File: src/rtl/lbm_pkg.sv
// Shared D2Q9 lattice-Boltzmann definitions. The collider and the streamer both
// import this package: direction indices, velocity tables, opposite-direction
// lookup, the Q3.13 word width and the streamer FSM state type.
package lbm_pkg;

   localparam int Q_W   = 16;
   localparam int N_DIR = 9;

   localparam logic [3:0] D_NULL = 4'd0;
   localparam logic [3:0] D_N    = 4'd1;
   localparam logic [3:0] D_NE   = 4'd2;
   localparam logic [3:0] D_E    = 4'd3;
   localparam logic [3:0] D_SE   = 4'd4;
   localparam logic [3:0] D_S    = 4'd5;
   localparam logic [3:0] D_SW   = 4'd6;
   localparam logic [3:0] D_W    = 4'd7;
   localparam logic [3:0] D_NW   = 4'd8;

   typedef enum logic {ST_IDLE, ST_EMIT} stream_state_t;

   // x velocity component; +x is east
   function automatic logic signed [1:0] dir_cx(input logic [3:0] d);
      case (d)
         D_NE, D_E, D_SE: dir_cx = 2'sd1;
         D_SW, D_W, D_NW: dir_cx = -2'sd1;
         default:         dir_cx = 2'sd0;
      endcase
   endfunction

   // y velocity component; +y is north
   function automatic logic signed [1:0] dir_cy(input logic [3:0] d);
      case (d)
         D_N, D_NE, D_NW: dir_cy = 2'sd1;
         D_SE, D_S, D_SW: dir_cy = -2'sd1;
         default:         dir_cy = 2'sd0;
      endcase
   endfunction

   // Opposite population: rest maps to itself, moving ones rotate by four
   function automatic logic [3:0] dir_opposite(input logic [3:0] d);
      if (d == D_NULL || d > D_NW) begin
         dir_opposite = D_NULL;
      end else begin
         dir_opposite = 4'(((int'(d) + 3) % 8) + 1);
      end
   endfunction

endpackage

File: src/rtl/lattice_streamer_if.sv
// Cell-input and memory-write handshake bundle of the lattice streamer.
// master: the streamer itself; slave: the collider / memory side.
interface lattice_streamer_if
   import lbm_pkg::*;
#(
   parameter int COORD_W = 8,
   parameter int ADDR_W  = 16,
   parameter int DATA_W  = Q_W
);
   logic                in_valid;
   logic                in_ready;
   logic [COORD_W-1:0]  cell_x;
   logic [COORD_W-1:0]  cell_y;
   logic [DATA_W-1:0]   f_null, f_n, f_ne, f_e, f_se, f_s, f_sw, f_w, f_nw;
   logic                wr_valid;
   logic                wr_ready;
   logic [ADDR_W-1:0]   wr_addr;
   logic [DATA_W-1:0]   wr_data;
   logic                cell_done;
   logic                err_coord;

   modport master (
      input  in_valid, cell_x, cell_y,
      input  f_null, f_n, f_ne, f_e, f_se, f_s, f_sw, f_w, f_nw,
      input  wr_ready,
      output in_ready, wr_valid, wr_addr, wr_data, cell_done, err_coord
   );

   modport slave (
      output in_valid, cell_x, cell_y,
      output f_null, f_n, f_ne, f_e, f_se, f_s, f_sw, f_w, f_nw,
      output wr_ready,
      input  in_ready, wr_valid, wr_addr, wr_data, cell_done, err_coord
   );
endinterface

File: src/rtl/lattice_stream_addr.sv
// Combinational target mapper: (x, y, d) -> {word address, bounce flag}.
// Default: a neighbour outside the lattice bounces back into the source cell's
// opposite slot. With LATTICE_STREAMER_PERIODIC_EN defined the neighbour wraps
// around the lattice instead and keeps slot d.
module lattice_stream_addr
   import lbm_pkg::*;
#(
   parameter int LATTICE_WIDTH  = 64,
   parameter int LATTICE_HEIGHT = 64,
   parameter int COORD_W        = 8,
   parameter int ADDR_W         = 16
)
(
   input  logic [COORD_W-1:0] i_x,
   input  logic [COORD_W-1:0] i_y,
   input  logic [3:0]         i_d,
   output logic [ADDR_W-1:0]  o_addr,
   output logic               o_bounce
);
   // two spare bits: one for the sign, one so x+1 never overflows
   localparam int SW = COORD_W + 2;
   localparam logic signed [SW-1:0] L_W = SW'(LATTICE_WIDTH);
   localparam logic signed [SW-1:0] L_H = SW'(LATTICE_HEIGHT);

   logic signed [1:0]    w_cx, w_cy;
   logic signed [SW-1:0] w_nx, w_ny;
   logic                 w_out_x, w_out_y;
   logic [COORD_W-1:0]   w_tx, w_ty;
   logic [3:0]           w_slot;
   logic [ADDR_W-1:0]    w_cell;

   assign w_cx    = dir_cx(i_d);
   assign w_cy    = dir_cy(i_d);
   assign w_nx    = $signed({2'b00, i_x}) + $signed({{COORD_W{w_cx[1]}}, w_cx});
   assign w_ny    = $signed({2'b00, i_y}) + $signed({{COORD_W{w_cy[1]}}, w_cy});
   assign w_out_x = w_nx[SW-1] || (w_nx >= L_W);
   assign w_out_y = w_ny[SW-1] || (w_ny >= L_H);

   // Pick the target cell and slot for this population
   always_comb begin
      w_tx     = i_x;
      w_ty     = i_y;
      w_slot   = i_d;
      o_bounce = 1'b0;
`ifdef LATTICE_STREAMER_PERIODIC_EN
      // a step can only leave by one cell, so -1 wraps to W-1 and W wraps to 0
      if (w_out_x) w_tx = w_nx[SW-1] ? COORD_W'(LATTICE_WIDTH - 1) : '0;
      else         w_tx = w_nx[COORD_W-1:0];
      if (w_out_y) w_ty = w_ny[SW-1] ? COORD_W'(LATTICE_HEIGHT - 1) : '0;
      else         w_ty = w_ny[COORD_W-1:0];
`else
      if (w_out_x || w_out_y) begin
         w_slot   = dir_opposite(i_d);
         o_bounce = 1'b1;
      end else begin
         w_tx = w_nx[COORD_W-1:0];
         w_ty = w_ny[COORD_W-1:0];
      end
`endif
   end

   // cell index uses a constant row stride; the *9 is a shift-and-add
   assign w_cell = ADDR_W'(w_ty) * ADDR_W'(LATTICE_WIDTH) + ADDR_W'(w_tx);
   assign o_addr = (w_cell << 3) + w_cell + ADDR_W'(w_slot);

endmodule

File: src/rtl/lattice_streamer.sv
// D2Q9 streaming stage: latches one post-collision cell and issues its nine
// population writes (d = 0..8) to the neighbouring cells in the distribution
// memory. Edge handling is bounce-back by default; define
// LATTICE_STREAMER_PERIODIC_EN for periodic wrap-around (see lattice_stream_addr).
module lattice_streamer
   import lbm_pkg::*;
#(
   parameter int LATTICE_WIDTH  = 64,
   parameter int LATTICE_HEIGHT = 64,
   parameter int COORD_W        = 8,
   parameter int ADDR_W         = 16
)
(
   input  logic               clk,
   input  logic               rst,
   lattice_streamer_if.master bus
);
   localparam int CW1 = COORD_W + 1;

   stream_state_t       r_state;
   logic [3:0]          r_d;
   logic [COORD_W-1:0]  r_x, r_y;
   logic [Q_W-1:0]      r_f [N_DIR];
   logic                r_wr_valid;
   logic [ADDR_W-1:0]   r_wr_addr;
   logic [Q_W-1:0]      r_wr_data;
   logic                r_err;

   logic                w_accept, w_in_range, w_wr_fire, w_last;
   logic [3:0]          w_dn, w_ad;
   logic [COORD_W-1:0]  w_ax, w_ay;
   logic [ADDR_W-1:0]   w_addr;
   logic                w_bounce;
   logic [Q_W-1:0]      w_next_data;

   assign bus.in_ready  = (r_state == ST_IDLE) && !rst;
   assign bus.wr_valid  = r_wr_valid;
   assign bus.wr_addr   = r_wr_addr;
   assign bus.wr_data   = r_wr_data;
   assign bus.err_coord = r_err;

   assign w_accept   = bus.in_valid && bus.in_ready;
   assign w_in_range = ({1'b0, bus.cell_x} < CW1'(LATTICE_WIDTH)) &&
                       ({1'b0, bus.cell_y} < CW1'(LATTICE_HEIGHT));
   assign w_wr_fire  = r_wr_valid && bus.wr_ready;
   assign w_last     = (r_d == D_NW);
   assign w_dn       = r_d + 4'd1;

   // done is tied to the acceptance of the last write, not to a later register stage
   assign bus.cell_done = w_wr_fire && w_last && !rst;

   // In IDLE the mapper looks at the incoming cell so slot 0 is ready on the next
   // edge; in EMIT it looks one direction ahead of the write being presented.
   assign w_ax = (r_state == ST_IDLE) ? bus.cell_x : r_x;
   assign w_ay = (r_state == ST_IDLE) ? bus.cell_y : r_y;
   assign w_ad = (r_state == ST_IDLE) ? D_NULL : w_dn;

   lattice_stream_addr #(
      .LATTICE_WIDTH  (LATTICE_WIDTH),
      .LATTICE_HEIGHT (LATTICE_HEIGHT),
      .COORD_W        (COORD_W),
      .ADDR_W         (ADDR_W)
   ) u_addr (
      .i_x      (w_ax),
      .i_y      (w_ay),
      .i_d      (w_ad),
      .o_addr   (w_addr),
      .o_bounce (w_bounce)
   );

   // Population that follows the one currently on the write port
   always_comb begin
      w_next_data = '0;
      if (w_dn < 4'(N_DIR)) w_next_data = r_f[w_dn];
   end

   // Register bank: capture the accepted cell (data path, not reset)
   always_ff @(posedge clk) begin
      if (w_accept && w_in_range) begin
         r_x           <= bus.cell_x;
         r_y           <= bus.cell_y;
         r_f[D_NULL]   <= bus.f_null;
         r_f[D_N]      <= bus.f_n;
         r_f[D_NE]     <= bus.f_ne;
         r_f[D_E]      <= bus.f_e;
         r_f[D_SE]     <= bus.f_se;
         r_f[D_S]      <= bus.f_s;
         r_f[D_SW]     <= bus.f_sw;
         r_f[D_W]      <= bus.f_w;
         r_f[D_NW]     <= bus.f_nw;
      end
   end

   // IDLE/EMIT sequencer with registered write port and sticky coordinate error
   always_ff @(posedge clk) begin
      if (rst) begin
         r_state    <= ST_IDLE;
         r_d        <= D_NULL;
         r_wr_valid <= 1'b0;
         r_wr_addr  <= '0;
         r_wr_data  <= '0;
         r_err      <= 1'b0;
      end else begin
         case (r_state)
            ST_IDLE: begin
               if (w_accept) begin
                  if (w_in_range) begin
                     r_state    <= ST_EMIT;
                     r_d        <= D_NULL;
                     r_wr_valid <= 1'b1;
                     r_wr_addr  <= w_addr;
                     r_wr_data  <= bus.f_null;
                  end else begin
                     r_err <= 1'b1;
                  end
               end
            end
            ST_EMIT: begin
               if (w_wr_fire) begin
                  if (w_last) begin
                     r_state    <= ST_IDLE;
                     r_d        <= D_NULL;
                     r_wr_valid <= 1'b0;
                  end else begin
                     r_d       <= w_dn;
                     r_wr_addr <= w_addr;
                     r_wr_data <= w_next_data;
                  end
               end
            end
            default: r_state <= ST_IDLE;
         endcase
      end
   end

endmodule

File: src/flat_wrapper.sv
// flat-port wrapper written by rule: the top's interface ports become plain ports
module lattice_streamer_flat import lbm_pkg::*;
#(
   parameter int LATTICE_WIDTH  = 64,
   parameter int LATTICE_HEIGHT = 64,
   parameter int COORD_W        = 8,
   parameter int ADDR_W         = 16
)
  (clk, rst, bus_in_valid, bus_cell_x, bus_cell_y, bus_f_null, bus_f_n, bus_f_ne, bus_f_e, bus_f_se, bus_f_s, bus_f_sw, bus_f_w, bus_f_nw, bus_wr_ready, bus_in_ready, bus_wr_valid, bus_wr_addr, bus_wr_data, bus_cell_done, bus_err_coord);
  lattice_streamer_if #(.COORD_W(COORD_W), .ADDR_W(ADDR_W)) bus_i ();
  input  logic clk;
  input  logic rst;
  input wire logic [$bits(bus_i.in_valid)-1:0] bus_in_valid;
  input wire logic [$bits(bus_i.cell_x)-1:0] bus_cell_x;
  input wire logic [$bits(bus_i.cell_y)-1:0] bus_cell_y;
  input wire logic [$bits(bus_i.f_null)-1:0] bus_f_null;
  input wire logic [$bits(bus_i.f_n)-1:0] bus_f_n;
  input wire logic [$bits(bus_i.f_ne)-1:0] bus_f_ne;
  input wire logic [$bits(bus_i.f_e)-1:0] bus_f_e;
  input wire logic [$bits(bus_i.f_se)-1:0] bus_f_se;
  input wire logic [$bits(bus_i.f_s)-1:0] bus_f_s;
  input wire logic [$bits(bus_i.f_sw)-1:0] bus_f_sw;
  input wire logic [$bits(bus_i.f_w)-1:0] bus_f_w;
  input wire logic [$bits(bus_i.f_nw)-1:0] bus_f_nw;
  input wire logic [$bits(bus_i.wr_ready)-1:0] bus_wr_ready;
  output wire logic [$bits(bus_i.in_ready)-1:0] bus_in_ready;
  output wire logic [$bits(bus_i.wr_valid)-1:0] bus_wr_valid;
  output wire logic [$bits(bus_i.wr_addr)-1:0] bus_wr_addr;
  output wire logic [$bits(bus_i.wr_data)-1:0] bus_wr_data;
  output wire logic [$bits(bus_i.cell_done)-1:0] bus_cell_done;
  output wire logic [$bits(bus_i.err_coord)-1:0] bus_err_coord;
  assign bus_i.in_valid = bus_in_valid;
  assign bus_i.cell_x = bus_cell_x;
  assign bus_i.cell_y = bus_cell_y;
  assign bus_i.f_null = bus_f_null;
  assign bus_i.f_n = bus_f_n;
  assign bus_i.f_ne = bus_f_ne;
  assign bus_i.f_e = bus_f_e;
  assign bus_i.f_se = bus_f_se;
  assign bus_i.f_s = bus_f_s;
  assign bus_i.f_sw = bus_f_sw;
  assign bus_i.f_w = bus_f_w;
  assign bus_i.f_nw = bus_f_nw;
  assign bus_i.wr_ready = bus_wr_ready;
  assign bus_in_ready = bus_i.in_ready;
  assign bus_wr_valid = bus_i.wr_valid;
  assign bus_wr_addr = bus_i.wr_addr;
  assign bus_wr_data = bus_i.wr_data;
  assign bus_cell_done = bus_i.cell_done;
  assign bus_err_coord = bus_i.err_coord;
  lattice_streamer #(.LATTICE_WIDTH(LATTICE_WIDTH), .LATTICE_HEIGHT(LATTICE_HEIGHT), .COORD_W(COORD_W), .ADDR_W(ADDR_W)) u_core (.clk(clk), .rst(rst), .bus(bus_i));
endmodule
File: config.mk
export PLATFORM = sky130hd
export DESIGN_NAME = lattice_streamer_flat
export DESIGN_NICKNAME = d
export VERILOG_FILES = /design/src/rtl/lbm_pkg.sv /design/src/rtl/lattice_streamer_if.sv /design/src/rtl/lattice_stream_addr.sv /design/src/rtl/lattice_streamer.sv /design/src/flat_wrapper.sv
export SDC_FILE = /design/constraint.sdc
export NUM_CORES = 1
export LEC_CHECK = 0
export ABC_AREA = 1
export BUFFER_PORTS_ARGS = -buffer_cell sky130_fd_sc_hd__buf_4
export CAP_MARGIN = 20
export CORE_AREA = 2 2 146 148
export CTS_CLUSTER_SIZE = 24
export DETAILED_ROUTE_END_ITERATION = 16
export DIE_AREA = 0 0 148 150
export HOLD_SLACK_MARGIN = 0.12
export MAX_ROUTING_LAYER = met4
export PLACE_DENSITY = 0.79
export SLEW_MARGIN = 20
export SYNTH_ARGS = -nofsm -noshare
export SYNTH_HDL_FRONTEND = slang
export SYNTH_SLANG_ARGS = --single-unit
File: constraint.sdc
create_clock -name clk -period 9.3 [get_ports clk]
set_input_delay 0.93 -clock clk [delete_from_list [all_inputs] [get_ports clk]]
set_output_delay 0.93 -clock clk [all_outputs]
set_load 0.02 [all_outputs]
==> flow_summary_export.csv <==
group,metric,value,unit
detailed_routing,antenna_left,0,
synthesis,synth-simple-area-share,0.151,
run_status,status,"completed",
detailed_routing,wl_met2,12400,µm
floorplanning,ioPinCount,200,
floorplanning,core-area,20700,µm²
clock_network,insertion_delay,0.44,ns
worst_setup_path,start_kind,"register",
worst_setup_path,reg2reg_depth,41,
detailed_routing,met3_length,1650,µm
detailed_routing,top_layer,"met4",
sta,max_freq,134,MHz
min_path,min_from,"u_core.bus.err_coord",
synthesis,synth.top_cell.area_share,0.470,
global_routing,grt_start_max_net_pins,76,
detailed_routing,viasPerCell,5.48,
synthesis,synth_fp_nets,1276,
synthesis,synth_top_family_by_area,"simple AND/OR/NAND/NOR gates",
synthesis,synth_top_cell_by_area,"edfxtp_1",
min_path,min_path_cells,2,
sta,hold_viol,0,
worst_setup_path,cp_slowest_cell,"ha_1",
placement,dp_cells,1491,
synthesis,ys_ff_latch,199,
worst_setup_path,endpoint_kind,"register",
synthesis,syn_area_per_cell,9.70,µm²
sta,tightest_slew,1.06,ns
global_routing,first_global_vias,8149,
min_path,min_to,"u_core.bus.err_coord",
synthesis,yosysMostFrequentCell,"nand2_1",
global_routing,grt_antenna_before_repair,0,
worst_setup_path,reg2reg_slack,1.86,ns
sta,hold_slack,0.481,ns
detailed_routing,routed_wl,26500,µm
finish,drive_gt1_frac,0.212,
clock_network,cts_tree,"built",
global_routing,grt_pass1_wl,41600,µm
synthesis,synth_xor_area_frac,0.0241,
synthesis,synthTopCellsByCount,"nand2_1 (228), edfxtp_1 (160), a21oi_1 (135)",
clock_network,postCtsHoldBufs,0,
synthesis,syn_inst,1054,
global_routing,grtUsageTotal,0.248,
worst_setup_path,cp_data_arrival_time,7.83,ns
power_and_ir_drop,power.total,0.00204,W
worst_setup_path,path_max_fanout,19,
sta,post-route-period-util,0.800,
worst_setup_path,crit_start,"u_core.r_d[1]",
detailed_routing,via_count,8353,
clock_network,numCtsBuffers,17,
floorplanning,fp.dieH,150,µm
sta,tns,0,ns
synthesis,synth-compound-area-share,0.150,
sta,rsz0062_at_grt,"false",
synthesis,ys_top_cells_by_area,"edfxtp_1 (47%), nand2_1 (8.4%), dfxtp_1 (7.6%)",
global_routing,gr-total-overflow,0,
worst_setup_path,crit_type,"register to register",
worst_setup_path,r2r-start,"u_core.r_d[1]",
sta,period_minus_slack,7.44,ns
sta,relSlewSlack,0.291,
clock_network,htree_levels,4,
run,maxCapViolCount,0,
placement,dp_hpwl,18500,µm
power_and_ir_drop,ir_drop,0.111,mV
floorplanning,die_w,148,µm
placement,gp_congestion,0.955,
synthesis,yosys_warnings,0,
detailed_routing,drtIter0Drc,591,
finish,layout.nets,1457,
power_and_ir_drop,p_per_area,162,nW/µm²
clock_network,ctsResizeCount,0,
floorplanning,start_util,0.494,
placement,portBuffers,199,
worst_setup_path,crit_required,9.69,ns
clock_network,path_clk_slew,0.08,ns
synthesis,muxShareOfSynthArea,0.000979,
synthesis,synth-adder-area-share,0.0747,
detailed_routing,drt-met1-wl,11700,µm
worst_setup_path,slowest_delay,0.88,ns
floorplanning,row_count,53,
finish,antenna_cells,0,
sta,fin_skew,0.00855,ns
synthesis,ys_seq_area_frac,0.547,
synthesis,ys_async_sr_fraction,0,
sta,setup_viol,0,
synthesis,synth_edf_count,160,
detailed_routing,wl_per_cell,17.4,µm
clock_network,clock_path_buffers,2,
finish,fin_cells,1523,
power_and_ir_drop,leakagePower,5.46,nW
finish,area_growth,22.9,%
synthesis,ys_types,45,
worst_setup_path,timing.rr.end,"u_core.bus.wr_addr[13]",
synthesis,synth_area,10200,µm²
synthesis,ys.flop_type,"edfxtp_1",
floorplanning,die-area,22200,µm²
min_path,hold_path.class,"register to register",
clock_network,postCtsSetupBuffers,0,
detailed_routing,drc,0,
clock_network,clock_sinks,199,
sta,drv_slew,0,
detailed_routing,drt_first_pass_iters,5,
clock_network,cts-root-buf,"clkbuf_16",
worst max-delay path, delay by kind of cell, from the launching register on:
family          cells  cell delay, ns
flops               1            0.41
compound gates      5            0.60
buf+inv             7            0.77
xor+xnor            1            0.17
fa+ha+maj           8            2.99
simple gates       20            2.42
sequential cells by signal, summed over array words and instances (netlist names):
name / cells
u_core.bus.wr_valid: 1
u_core.bus.wr_data: 16
u_core.r_f: 144
u_core.bus.wr_addr: 16
u_core.r_x: 8
u_core.bus.err_coord: 1
u_core.r_y: 8
u_core.r_d: 4
u_core.r_state: 1
cell families (layout without fill, tap and decap cells):
| kind of cell | after synthesis | in the layout |
|---|---|---|
| multiplexers | 1 | 1 |
| XOR/XNOR | 26 | 26 |
| AND/OR/NAND/NOR | 364 | 364 |
| flip-flops | 199 | 199 |
| adder cells (fa/ha/maj) | 58 | 58 |
| buffers and inverters | 144 | 338 |
| AO/OA/AOI/OAI | 262 | 262 |
layout by cell type, fill, tap and decap left out, types with 38 or more instances in the layout:
cell      instances
buf_4           207
a21oi_1         134
nand3_1          43
nand2_1         228
ha_1             53
nor2_1           57
dfxtp_1          38
o21ai_0          50
edfxtp_1        160
inv_1            93
report_power, final:
group / internal, W / total, W / switching (W)
sequential: 0.000973 / 0.000978 / 0.00000566
clock: 0.000389 / 0.000766 / 0.000377
combinational: 0.000132 / 0.000297 / 0.000165
total: 0.00149 / 0.00204 / 0.000548
how the worst max path moves through the flow:
stage	cells past startpoint	to
after floorplan	43	u_core.bus.wr_addr[13]
after global placement	41	u_core.bus.wr_addr[13]
after detailed placement	41	u_core.bus.wr_addr[13]
after CTS	41	u_core.bus.wr_addr[13]
after global routing	41	u_core.bus.wr_addr[13]
final	41	u_core.bus.wr_addr[13]
area by class of cell:
cell class	count	area, µm²
fill	1770	8130
sequential	199	5590
multi-input combinational	711	4100
timing repair buffer	207	1550
clock buffer	18	429
inverter	99	372
tap	275	344
clock inverter	14	173
through the flow:
step / cell area (µm²) / util / setup WS, ns
final: 12600 / 0.607 / 1.86
after CTS: 12600 / 0.607 / 1.94
after detailed placement: 12000 / 0.578 / 1.97
after global placement: 12000 / 0.578 / 2.18
after floorplan: 10200 / - / 2.36
after global routing: 12600 / 0.607 / 1.12
routing by layer:
layer	vias to the layer above	track usage
li1	4049	-
met1	3934	0.330
met3	45	0.0390
met5	-	-
met4	0	0.0862
met2	325	0.391
No activity file was read; power rests on OpenSTA's default activity.
